File: src/rtl/button_pkg.sv
// -----------------------------------------------------------------------------
// button_pkg
// Shared types and helpers for the button pulse conditioner.
//   btn_state_t : per-channel press/auto-repeat FSM states
//   max_u       : larger of two unsigned values
//   width_for   : bits needed to hold 0..n-1, never less than one bit
// -----------------------------------------------------------------------------
package button_pkg;

  typedef enum logic [1:0] {
    BTN_IDLE,    // released, waiting for a debounced press
    BTN_HOLD,    // pressed, counting towards the first repeat
    BTN_REPEAT,  // pressed, emitting periodic repeat pulses
    BTN_HELD     // pressed with auto-repeat disabled, waiting for release
  } btn_state_t;

  function automatic int unsigned max_u(input int unsigned a, input int unsigned b);
    return (a > b) ? a : b;
  endfunction

  function automatic int unsigned width_for(input int unsigned n);
    return (n <= 2) ? 1 : $clog2(n);
  endfunction

endpackage

File: src/rtl/button_pulse_conditioner_channel.sv
// -----------------------------------------------------------------------------
// button_channel
// One independent button path: 2-FF synchroniser, debounce filter and the
// press / auto-repeat pulse FSM.
// Ports:
//   clk       in  system clock, all state on the rising edge
//   reset_n   in  asynchronous active-low reset
//   btn_raw   in  raw pin, asynchronous, polarity set by ACTIVE_LOW_IN
//   btn_level out debounced level, 1 = pressed
//   btn_pulse out registered one-cycle pulse on press and on each repeat
// -----------------------------------------------------------------------------
module button_channel
  import button_pkg::*;
#(
  parameter bit          ACTIVE_LOW_IN   = 1'b1,
  parameter int unsigned DEBOUNCE_CYCLES = 4,
  parameter bit          REPEAT_EN       = 1'b1,
  parameter int unsigned HOLD_CYCLES     = 10,
  parameter int unsigned REPEAT_CYCLES   = 5
) (
  input  logic clk,
  input  logic reset_n,
  input  logic btn_raw,
  output logic btn_level,
  output logic btn_pulse
);

  localparam int unsigned CNT_W = width_for(DEBOUNCE_CYCLES + 1);
  localparam int unsigned TMR_W = width_for(max_u(HOLD_CYCLES, REPEAT_CYCLES));

  localparam logic             RELEASED_RAW = ACTIVE_LOW_IN ? 1'b1 : 1'b0;
  localparam logic [CNT_W-1:0] CNT_LAST     = CNT_W'(DEBOUNCE_CYCLES - 1);
  localparam logic [TMR_W-1:0] HOLD_LAST    = TMR_W'(HOLD_CYCLES - 1);
  localparam logic [TMR_W-1:0] REPEAT_LAST  = TMR_W'(REPEAT_CYCLES - 1);

  logic             r_sync1;
  logic             r_sync2;
  logic             w_pressed;
  logic [CNT_W-1:0] r_cnt;
  logic             r_level;
  btn_state_t       r_state;
  btn_state_t       w_state_nxt;
  logic [TMR_W-1:0] r_tmr;
  logic [TMR_W-1:0] w_tmr_nxt;
  logic             r_pulse;
  logic             w_pulse_nxt;

  // NOTE: the synchroniser resets to the released pin level, not to 0, so a
  // button held through reset still has to pass the full debounce afterwards.
  always_ff @(posedge clk or negedge reset_n) begin
    if (!reset_n) begin
      r_sync1 <= RELEASED_RAW;
      r_sync2 <= RELEASED_RAW;
    end else begin
      // NOTE: non-blocking assignments make r_sync2 take the old r_sync1,
      // giving two real flop stages rather than one.
      r_sync1 <= btn_raw;
      r_sync2 <= r_sync1;
    end
  end

  // Polarity normalised after the synchroniser: 1 = pressed.
  assign w_pressed = r_sync2 ^ RELEASED_RAW;

  // A level change is accepted on the DEBOUNCE_CYCLES-th consecutive sample
  // that differs from the current level; any agreeing sample restarts the run.
  always_ff @(posedge clk or negedge reset_n) begin
    if (!reset_n) begin
      r_cnt   <= '0;
      r_level <= 1'b0;
    end else if (w_pressed == r_level) begin
      r_cnt <= '0;
    end else if (r_cnt == CNT_LAST) begin
      r_level <= w_pressed;
      r_cnt   <= '0;
    end else begin
      r_cnt <= r_cnt + 1'b1;
    end
  end

  always_ff @(posedge clk or negedge reset_n) begin
    if (!reset_n) begin
      r_state <= BTN_IDLE;
      r_tmr   <= '0;
      r_pulse <= 1'b0;
    end else begin
      r_state <= w_state_nxt;
      r_tmr   <= w_tmr_nxt;
      r_pulse <= w_pulse_nxt;
    end
  end

  // The timer is cleared on every state entry and only counts up to the
  // current state's terminal value, so it can never wrap.
  always_comb begin
    // NOTE: every output of this block gets a default first so no path can
    // leave one unassigned and infer a latch.
    w_state_nxt = r_state;
    w_tmr_nxt   = r_tmr + 1'b1;
    w_pulse_nxt = 1'b0;
    case (r_state)
      BTN_IDLE: begin
        w_tmr_nxt = '0;
        if (r_level) begin
          w_pulse_nxt = 1'b1;
          w_state_nxt = REPEAT_EN ? BTN_HOLD : BTN_HELD;
        end
      end
      BTN_HOLD: begin
        // Release wins over a coinciding timer expiry: release never pulses.
        if (!r_level) begin
          w_state_nxt = BTN_IDLE;
          w_tmr_nxt   = '0;
        end else if (r_tmr == HOLD_LAST) begin
          w_pulse_nxt = 1'b1;
          w_tmr_nxt   = '0;
          w_state_nxt = BTN_REPEAT;
        end
      end
      BTN_REPEAT: begin
        if (!r_level) begin
          w_state_nxt = BTN_IDLE;
          w_tmr_nxt   = '0;
        end else if (r_tmr == REPEAT_LAST) begin
          w_pulse_nxt = 1'b1;
          w_tmr_nxt   = '0;
        end
      end
      BTN_HELD: begin
        w_tmr_nxt = '0;
        if (!r_level) begin
          w_state_nxt = BTN_IDLE;
        end
      end
      default: begin
        w_state_nxt = BTN_IDLE;
        w_tmr_nxt   = '0;
      end
    endcase
  end

  assign btn_level = r_level;
  assign btn_pulse = r_pulse;

endmodule

File: src/rtl/button_pulse_conditioner.sv
// -----------------------------------------------------------------------------
// button_pulse_conditioner
// Turns raw, bouncy push-buttons into clean debounced levels and one-clock move
// pulses (press plus optional hold auto-repeat). Channels are fully independent;
// any arbitration between buttons belongs to the consumer.
// Ports:
//   clk       in  system clock
//   reset_n   in  asynchronous active-low reset
//   btn_raw   in  [NUM_BTN] raw pins, polarity set by ACTIVE_LOW_IN
//   btn_level out [NUM_BTN] debounced level, 1 = pressed
//   btn_pulse out [NUM_BTN] one-cycle pulse per accepted press / repeat
// -----------------------------------------------------------------------------
module button_pulse_conditioner
  import button_pkg::*;
#(
  parameter int unsigned NUM_BTN         = 2,
  parameter bit          ACTIVE_LOW_IN   = 1'b1,
  parameter int unsigned DEBOUNCE_CYCLES = 4,
  parameter bit          REPEAT_EN       = 1'b1,
  parameter int unsigned HOLD_CYCLES     = 10,
  parameter int unsigned REPEAT_CYCLES   = 5
) (
  input  logic               clk,
  input  logic               reset_n,
  input  logic [NUM_BTN-1:0] btn_raw,
  output logic [NUM_BTN-1:0] btn_level,
  output logic [NUM_BTN-1:0] btn_pulse
);

  for (genvar g = 0; g < int'(NUM_BTN); g++) begin : g_chan
    button_channel #(
      .ACTIVE_LOW_IN  (ACTIVE_LOW_IN),
      .DEBOUNCE_CYCLES(DEBOUNCE_CYCLES),
      .REPEAT_EN      (REPEAT_EN),
      .HOLD_CYCLES    (HOLD_CYCLES),
      .REPEAT_CYCLES  (REPEAT_CYCLES)
    ) u_chan (
      .clk      (clk),
      .reset_n  (reset_n),
      .btn_raw  (btn_raw[g]),
      .btn_level(btn_level[g]),
      .btn_pulse(btn_pulse[g])
    );
  end

endmodule

File: config.mk
export PLATFORM = sky130hd
export DESIGN_NAME = button_pulse_conditioner
export DESIGN_NICKNAME = d
export VERILOG_FILES = /design/src/rtl/button_pkg.sv /design/src/rtl/button_pulse_conditioner_channel.sv /design/src/rtl/button_pulse_conditioner.sv
export SDC_FILE = /design/constraint.sdc
export NUM_CORES = 1
export LEC_CHECK = 0
export ABC_CLOCK_PERIOD_IN_PS = 3440
export BUFFER_PORTS_ARGS = -buffer_cell sky130_fd_sc_hd__buf_2
export CELL_PAD_IN_SITES_DETAIL_PLACEMENT = 0
export CELL_PAD_IN_SITES_GLOBAL_PLACEMENT = 1
export CORE_AREA = 2 2 72 74
export CTS_CLUSTER_DIAMETER = 50
export CTS_CLUSTER_SIZE = 20
export DETAILED_ROUTE_END_ITERATION = 8
export DIE_AREA = 0 0 74 76
export PLACE_DENSITY = 0.54
export SLEW_MARGIN = 10
export SYNTH_ARGS = -nofsm -noshare
export SYNTH_HDL_FRONTEND = slang
export SYNTH_SLANG_ARGS = --single-unit
File: constraint.sdc
create_clock -name clk -period 3.44 [get_ports clk]
set_input_delay 0.516 -clock clk [delete_from_list [all_inputs] [get_ports clk]]
set_output_delay 0.516 -clock clk [all_outputs]
set_load 0.02 [all_outputs]
# Word level (Yosys, flattened, before mapping)
# Cells that the tools add are included.
[op_classes]
n_addsub = 4
multipliers = 0
div_mod_pow = 0
n_lt_le_gt_ge = 0
eq_ne = 20
n_shift = 0
mux = 36
bitwise = 4
n_reduce_logical = 10
[op_table]
columns = ["operator", "count"]
rows = [
  ["4-bit 2-to-1 mux", 8],
  ["4-bit one-hot mux with 3 select lines", 2],
  ["2-bit 2-to-1 mux", 8],
  ["3-bit 2-to-1 mux", 4],
  ["2-bit one-hot mux with 3 select lines", 2],
  ["1-bit 2-to-1 mux", 10],
  ["4-bit by 1-bit adder with 4-bit output, second input constant", 2],
  ["2-bit equality test, second input constant", 4],
  ["4-bit by 3-bit equality test with 1-bit output, second input constant", 2],
  ["4-bit equality test, second input constant", 2],
  ["2-bit OR reduction", 4],
  ["3-bit by 1-bit adder with 3-bit output, second input constant", 2],
  ["3-bit by 2-bit equality test with 1-bit output, second input constant", 2],
  ["3-bit inequality test, second input constant", 2],
  ["1-bit one-hot mux with 3 select lines", 2],
  ["3-bit AND reduction", 2],
  ["2-bit by 1-bit equality test with 1-bit output, second input constant", 2],
  ["2-bit logical NOT", 2],
  ["2-bit by 1-bit inequality test with 1-bit output, second input constant", 2],
  ["2-bit inequality test, second input constant", 2],
  ["1-bit NOT", 4],
  ["2-bit AND reduction", 2],
  ["1-bit equality test", 2],
]
[word_totals]
register_bits = 26
latchBits = 0
ram_bits = 0
romBits = 0
inputBits = 4
output_inout_bits = 4
word_cells = 88
n_memories = 0

# Depth between registers and ports, before layout
# Gate-level depths: netlist of the first run.
[depth]
word_depth = 4
depth_mapped = 5

# By module
# A second synthesis of the first run with hierarchy kept.
[unflattened]
cells_unflattened = 133
area_unflattened_um2 = 1512.7
[by_module_without_submodules]
columns = ["module", "n_inst", "cells_per_inst", "area_per_inst_um2", "seq_area_each_um2"]
rows = [
  ["button_channel (g_chan[1].u_chan)", 1, 67, 760.7, 327.8],
  ["button_channel (g_chan[0].u_chan)", 1, 66, 752.0, 327.8],
]

# Worst setup path after synthesis of the first run
# OpenSTA, ideal clock, no wires.
[synth_path]
kind = "register -> register"
startpoint = "reg g_chan[1].u_chan.r_state[0]"
endpoint = "reg g_chan[1].u_chan.r_state[0]"
setup_time_ps = 128
t_arrival_ps = 1397
path_slack_ps = 1915
path_stages_with_launch = 6
path_buffers = 0
period_less_slack_ps = 1525
cell_sequence = "dfrtp_1 inv_1 ha_1 mux2_4 a31oi_1 mux2_1"
[synth_between]
elab_chain_len = 4
[synth_rtl]
columns = ["element", "line_no", "text"]
rows = [
  ["start: declaration", "button_pulse_conditioner_channel.sv:41", "btn_state_t r_state;"],
  ["start signal: assignment", "button_pulse_conditioner_channel.sv:87", "r_state <= w_state_nxt;"],
  ["2-bit equality test", "button_pulse_conditioner_channel.sv:101", "case (r_state)"],
  ["2-bit OR reduction (no source line)", "-", ""],
  ["2-bit inequality test (no source line)", "-", ""],
  ["3-bit AND reduction (no source line)", "-", ""],
]
# Parallel ways exist; a longest one is shown, timed or not.
# A chain may end at the register's enable or synchronous reset.

# Final worst setup path of the first run
# Ends and elaborated chain as after synthesis.

==> impl_metrics.env, run 1 <==
export IMPL_status="finished, final reports clean"
export IMPL_viasPerCell=4.08
export IMPL_cts_tree="yes"
export IMPL_track_usage_pct=8.92
export IMPL_grt_pass1_vias=887
export IMPL_syn_area_per_cell_um2=11.4
export IMPL_grt_pass1_wl_mm=3.95
export IMPL_synthArstFlopShare_pct=100
export IMPL_synth_ff_type="dfrtp_1"
export IMPL_drtAntennaViolNets=0
export IMPL_yosysSeqAreaShare_pct=47.0
export IMPL_rr_endpoint="g_chan[1].u_chan.r_state[0]"
export IMPL_die_area_um2=5620
export IMPL_synth_edf_count=0
export IMPL_synth_most_common_cell="dfrtp_1"
export IMPL_clkSlewWorstSetupHoldPaths_ps=90
export IMPL_drc=0
export IMPL_overflow=0
export IMPL_rows=26
export IMPL_clock_path_buffers=2
export IMPL_crit_path_start_kind="flip-flop"
export IMPL_ys_ff_latch=26
export IMPL_worst_ep_arrival_time_ps=1830
export IMPL_critPathSlowestCell="dfrtp_1"
export IMPL_drt_total_wl_mm=2.09
export IMPL_place_hpwl_mm=1.57
export IMPL_path_cells="inv_1, ha_1, mux2_4, a31oi_1, mux2_1"
export IMPL_syn_area_um2=1390
export IMPL_ioPinCount=8
export IMPL_finalSetupTns_ps=0
export IMPL_slew_viol_final=0
export IMPL_p_per_area_nw_per_um2=629
export IMPL_drive_gt1_share_pct=15.7
export IMPL_core_um2=4910
export IMPL_via_count=803
export IMPL_cts_sinks=26
export IMPL_fill_cells=517
export IMPL_die_width_um=74
export IMPL_initial_core_util_pct=28.4
export IMPL_ir_drop_mv=0.223
export IMPL_drtPass1Iterations=2
export IMPL_die_y_um=76
export IMPL_gp_congestion=0.734
export IMPL_cts_resized=0
export IMPL_clock_skew_ps=7.10
export IMPL_cts_setup_buffers=0
export IMPL_syn_inst=122
export IMPL_rr_worst_depth=5
export IMPL_rsz0062_at_grt="no"
export IMPL_worst_setup_path_end_kind="flip-flop"
export IMPL_cts_made_buffers=3
export IMPL_slowest_delay_ps=430
export IMPL_root_buffer="clkbuf_8"
export IMPL_yosysTopAreaCell="dfrtp_1"
export IMPL_nets=152
export IMPL_drtIter0Drc=25
export IMPL_r2r_start="g_chan[1].u_chan.r_state[0]"
export IMPL_path_buf_inv=1
export IMPL_setup_violations=0
export IMPL_rrSetupSlack_ps=1770
export IMPL_fin_crit_sh_pct=48.7
export IMPL_crit_required_ps=3590
export IMPL_synth_top_cells_by_count="22 x dfrtp_1, 20 x ha_1, 11 x inv_1"
export IMPL_io_buffers=7
export IMPL_fin_crit_ps=1670
export IMPL_antenna_found_initial=0
export IMPL_hold_path_class="in -> async"
export IMPL_relSlewSlack_pct=61.7
export IMPL_p_total_mw=0.957
export IMPL_cp_max_fo=5
export IMPL_cpLargestDelayFamily="multiplexers"
export IMPL_grt_max_degree=27
export IMPL_htreeDepth=1
export IMPL_max_cap_violations=0
export IMPL_num_antenna_cells=0
export IMPL_tightest_slew_ps=575
export IMPL_hold_viol=0
export IMPL_area_growth_pct=9.25
export IMPL_hold_buffers=0
export IMPL_syn_nets=146
export IMPL_insertion_delay_ps=270
export IMPL_max_freq_mhz=597
export IMPL_leakage_nw=0.708
export IMPL_synth_area_leaders="dfrtp_1 39%, ha_1 18%, dfstp_2 7.5%"
export IMPL_critPathKind="reg -> reg"
export IMPL_yosysWarnings=0
export IMPL_synth_cell_types=31
export IMPL_wl_per_cell_um=10.6
export IMPL_synth_top_area_share_pct=39.5
## sequential cells by signal, summed over array words and instances, names as in the netlist
signal	cells
g_chan.u_chan.btn_pulse	2
g_chan.u_chan.r_sync1	2
g_chan.u_chan.r_state	4
g_chan.u_chan.r_sync2	2
g_chan.u_chan.r_tmr	8
g_chan.u_chan.btn_level	2
g_chan.u_chan.r_cnt	6
## kinds of logic after synthesis
group | Yosys count | synth area share (%)
simple gates | 35 | 14.6
flops | 26 | 47.0
fa+ha+maj | 20 | 18.0
buf+inv | 17 | 6.46
compound gates | 13 | 6.02
xor+xnor | 6 | 3.77
mux | 5 | 4.13
## how the worst max path moves through the flow
stage	start	endpoint	depth (start not counted)
CTS	g_chan[1].u_chan.r_state[1]	g_chan[1].u_chan.r_state[0]	5
global route	g_chan[1].u_chan.r_state[0]	g_chan[1].u_chan.r_state[0]	5
global placement	g_chan[1].u_chan.r_state[0]	g_chan[1].u_chan.r_state[0]	5
detailed placement	g_chan[1].u_chan.r_state[1]	g_chan[1].u_chan.r_state[0]	5
finish	g_chan[1].u_chan.r_state[0]	g_chan[1].u_chan.r_state[0]	5
floorplan	g_chan[1].u_chan.r_state[0]	g_chan[1].u_chan.r_state[0]	5
## metrics by stage
| step | instances | instance area [µm²] | hold slack (ps) | worst slack [ps] | utilization (%) |
|---|---|---|---|---|---|
| 4_1_cts | 197 | 1520 | 246 | 1760 | 31.0 |
| 3_5_place_dp | 193 | 1470 | 350 | 1770 | 29.9 |
| 3_3_place_gp | 193 | 1470 | 349 | 1870 | 29.9 |
| 5_1_grt | 197 | 1520 | 279 | 1630 | 31.0 |
| 6_report | 197 | 1520 | 224 | 1770 | 31.0 |
| 2_1_floorplan | 122 | 1390 | 220 | 1920 | - |
## cell usage in the layout (no fill, tap or decap)
cell type,n
clkbuf_8,4
nor3b_2,1
mux2i_1,2
and3_2,1
and3b_2,1
mux2_1,1
nor3b_1,4
o32a_1,1
o22ai_1,1
and3_1,1
nand2b_1,2
inv_1,11
nand3_1,2
dfstp_2,4
a32o_1,1
xor2_1,4
a21boi_0,1
xnor2_1,2
mux2_4,1
o21ai_0,7
nor2_1,8
nand3b_1,3
nor2b_1,3
a31oi_1,1
a32oi_1,1
buf_2,7
nand2_1,7
ha_1,20
mux2_2,1
and3b_1,2
dfrtp_1,22
## metal layers
metal  global-route usage [%]  share of wire [%]
met1                     11.5                 48
met2                     13.8                 48
met3                     2.38                2.6
met4                     3.82                1.4
met5                        0                  0
## cell type report
cell class / instances / area, µm² / area share [%]
Inverter: 11 / 41.3 / 2.71
Clock buffer: 4 / 55.1 / 3.62
Multi-Input combinational cell: 79 / 648 / 42.6
Tap cell: 70 / 87.6 / 5.75
Sequential cell: 26 / 656 / 43.1
Timing Repair Buffer: 7 / 35.0 / 2.30
## report_power, final
part | switching [mW] | internal, mW
registers | 0.0709 | 0.372
logic | 0.166 | 0.147
clock network | 0.0981 | 0.102
total | 0.335 | 0.622
(Power assumes the default switching activity.)
==> run 2, diff against run 1 <==
--- a/config.mk
+++ b/config.mk
@@ -5,7 +5,7 @@
 export SDC_FILE = /design/constraint.sdc
 export NUM_CORES = 1
 export LEC_CHECK = 0
-export ABC_CLOCK_PERIOD_IN_PS = 3440
+export ABC_CLOCK_PERIOD_IN_PS = 1600
 export BUFFER_PORTS_ARGS = -buffer_cell sky130_fd_sc_hd__buf_2
 export CELL_PAD_IN_SITES_DETAIL_PLACEMENT = 0
 export CELL_PAD_IN_SITES_GLOBAL_PLACEMENT = 1
==> constraint.sdc (replaced) <==
create_clock -name clk -period 1.6 [get_ports clk]
set_input_delay 0.24 -clock clk [delete_from_list [all_inputs] [get_ports clk]]
set_output_delay 0.24 -clock clk [all_outputs]
set_load 0.02 [all_outputs]
==> run 2 against run 1 <==
Against the previous run: sequential cell count did not move; highest routed layer unchanged; cell count rose by 2.5%; final area rose by 3.9%; first-iteration DRC count rose by 16%; hold slack got worse by 160 ps.
==> impl_metrics.env, run 2 (synthesis gave the netlist of run 1 again) <==
export IMPL_status="finished, final reports clean"
export IMPL_die_width_um=74
export IMPL_relSlewSlack_pct=59.5
export IMPL_cts_sinks=26
export IMPL_initial_core_util_pct=28.4
export IMPL_setup_violations=0
export IMPL_drtPass1Iterations=4
export IMPL_die_y_um=76
export IMPL_final_core_util_pct=32.2
export IMPL_seqCellArea_um2=656
export IMPL_place_hpwl_mm=1.53
export IMPL_area_growth_pct=13.5
export IMPL_slowest_delay_ps=360
export IMPL_layout_common_cells="22 x dfrtp_1, 19 x ha_1, 11 x inv_1"
export IMPL_slew_viol_final=0
export IMPL_max_cap_violations=0
export IMPL_rows=26
export IMPL_crit_start="g_chan[1].u_chan.r_state[1]"
export IMPL_rr_endpoint="g_chan[1].u_chan.r_state[0]"
export IMPL_p_per_area_nw_per_um2=1420
export IMPL_wl_per_cell_um=10.6
export IMPL_worst_setup_path_end_kind="flip-flop"
export IMPL_grt_pass1_vias=836
export IMPL_die_area_um2=5620
export IMPL_rrSetupSlack_ps=80
export IMPL_via_count=831
export IMPL_rr_worst_depth=5
export IMPL_hold_path_class="in -> reg"
export IMPL_path_buf_inv=1
export IMPL_fin_crit_sh_pct=95.0
export IMPL_htreeDepth=1
export IMPL_p_comb_share_pct=33.9
export IMPL_cts_tree="yes"
export IMPL_fill_cells=494
export IMPL_path_cells="inv_1, ha_2, mux2_4, a31oi_1, mux2_1"
export IMPL_clkPwrFrac_pct=24.8
export IMPL_clkSlewWorstSetupHoldPaths_ps=100
export IMPL_top_register="g_chan.u_chan.r_tmr"
export IMPL_cp_endpoint="g_chan[1].u_chan.r_state[0]"
export IMPL_largest_reg_flops=8
export IMPL_intPower_mw=1.50
export IMPL_tightest_slew_ps=607
export IMPL_p_sw_mw=0.742
export IMPL_fin_crit_ps=1520
export IMPL_crit_cells=5
export IMPL_ioPinCount=8
export IMPL_critPathKind="reg -> reg"
export IMPL_cts_made_buffers=3
export IMPL_rsz0062_at_grt="no"
export IMPL_worst_ep_arrival_time_ps=1690
export IMPL_min_from="btn_raw[1]"
export IMPL_drtAntennaViolNets=0
export IMPL_multi_input_area_um2=651
export IMPL_io_buffers=7
export IMPL_hold_viol=0
export IMPL_track_usage_pct=8.29
export IMPL_whs_ps=61.0
export IMPL_reg_largest_list="g_chan.u_chan.r_tmr (8), g_chan.u_chan.r_cnt (6), g_chan.u_chan.r_state (4)"
export IMPL_crit_path_start_kind="flip-flop"
export IMPL_core_um2=4910
export IMPL_critPathSlowestCell="dfrtp_1"
export IMPL_ir_drop_mv=1.08
export IMPL_viasPerCell=4.11
export IMPL_drt_total_wl_mm=2.15
export IMPL_clock_path_buffers=2
export IMPL_antenna_found_initial=0
export IMPL_layout_cells_most_common="dfrtp_1"
export IMPL_num_antenna_cells=0
export IMPL_drive_gt1_share_pct=18.9
export IMPL_leakage_nw=0.738
export IMPL_root_buffer="clkbuf_8"
export IMPL_max_freq_mhz=658
export IMPL_overflow=0
export IMPL_cpLargestDelayFamily="multiplexers"
export IMPL_nets=157
export IMPL_clock_skew_ps=12.1
export IMPL_grt_pass1_wl_mm=3.66
export IMPL_insertion_delay_ps=280
export IMPL_gp_congestion=0.783
export IMPL_cp_max_fo=4
export IMPL_r2r_start="g_chan[1].u_chan.r_state[1]"
export IMPL_grt_max_degree=27
export IMPL_switching_share_pct=33.1
export IMPL_drc=0
export IMPL_finalSetupTns_ps=0
export IMPL_drtIter0Drc=29
export IMPL_crit_required_ps=1770
export IMPL_seqPwrFrac_pct=41.3
run 2: changes by cell type in the layout (fill, tap and decap cells not counted), sizes merged:
cell | previous run | this run
buf | 7 | 11
bufinv | 0 | 1
clkbuf | 4 | 3
dlygate4sd3 | 0 | 1
run 2: worst min path at each step:
| stage | cells after the start | end | slack (ps) |
|---|---|---|---|
| 4_1_cts | 1 | g_chan[1].u_chan.r_sync1 | 50 |
| 2_1_floorplan | 0 | g_chan[0].u_chan.btn_level | -60 |
| 6_report | 1 | g_chan[1].u_chan.r_sync1 | 60 |
| 5_1_grt | 1 | g_chan[1].u_chan.r_sync1 | 50 |
| 3_3_place_gp | 1 | g_chan[0].u_chan.r_tmr[0] | 280 |
| 3_5_place_dp | 1 | g_chan[0].u_chan.r_tmr[2] | 300 |
run 2: cell type report:
type | instances | share of cell area [%]
sequential | 26 | 41.5
clock buffer | 3 | 2.61
multi-input combinational | 79 | 41.1
tap | 70 | 5.54
timing repair buffer | 12 | 4.75
clock inverter | 1 | 1.90
inverter | 11 | 2.61
run 2: power groups by stage:
stage                     sequential, mW  clock (mW)  combinational (mW)
after floorplan                    0.897           0               0.653
after global placement             0.932           0               0.744
after detailed placement           0.938           0               0.757
after CTS                          0.926       0.578               0.766
after global routing               0.949       0.594               0.872
final                              0.927       0.556               0.760
run 2: repair_timing:
| action | 4_1_cts | 5_1_grt |
|---|---|---|
| buffers inserted | 0 | 0 |
| hold buffers | 1 | 0 |
| hold endpoints to repair | 22 | 0 |
| endpoints found under the setup margin | 0 | 1 |
| gates resized for setup | 0 | 1 |
run 2: layer usage:
metal / part of all wire [%] / track usage [%]
met5: 0 / 0
met3: 3.8 / 3.17
met4: 1.1 / 2.18
met1: 49 / 11.2
met2: 46 / 12.4
run 2: stage by stage:
step	power, mW	std cells	cell area (µm²)	worst slack [ps]
after floorplan	1.55	122	1390	75.5
after global placement	1.68	197	1500	111
after detailed placement	1.70	197	1500	60.9
after CTS	2.27	202	1580	42.8
after global routing	2.42	202	1580	2.90
final	2.24	202	1580	79.9
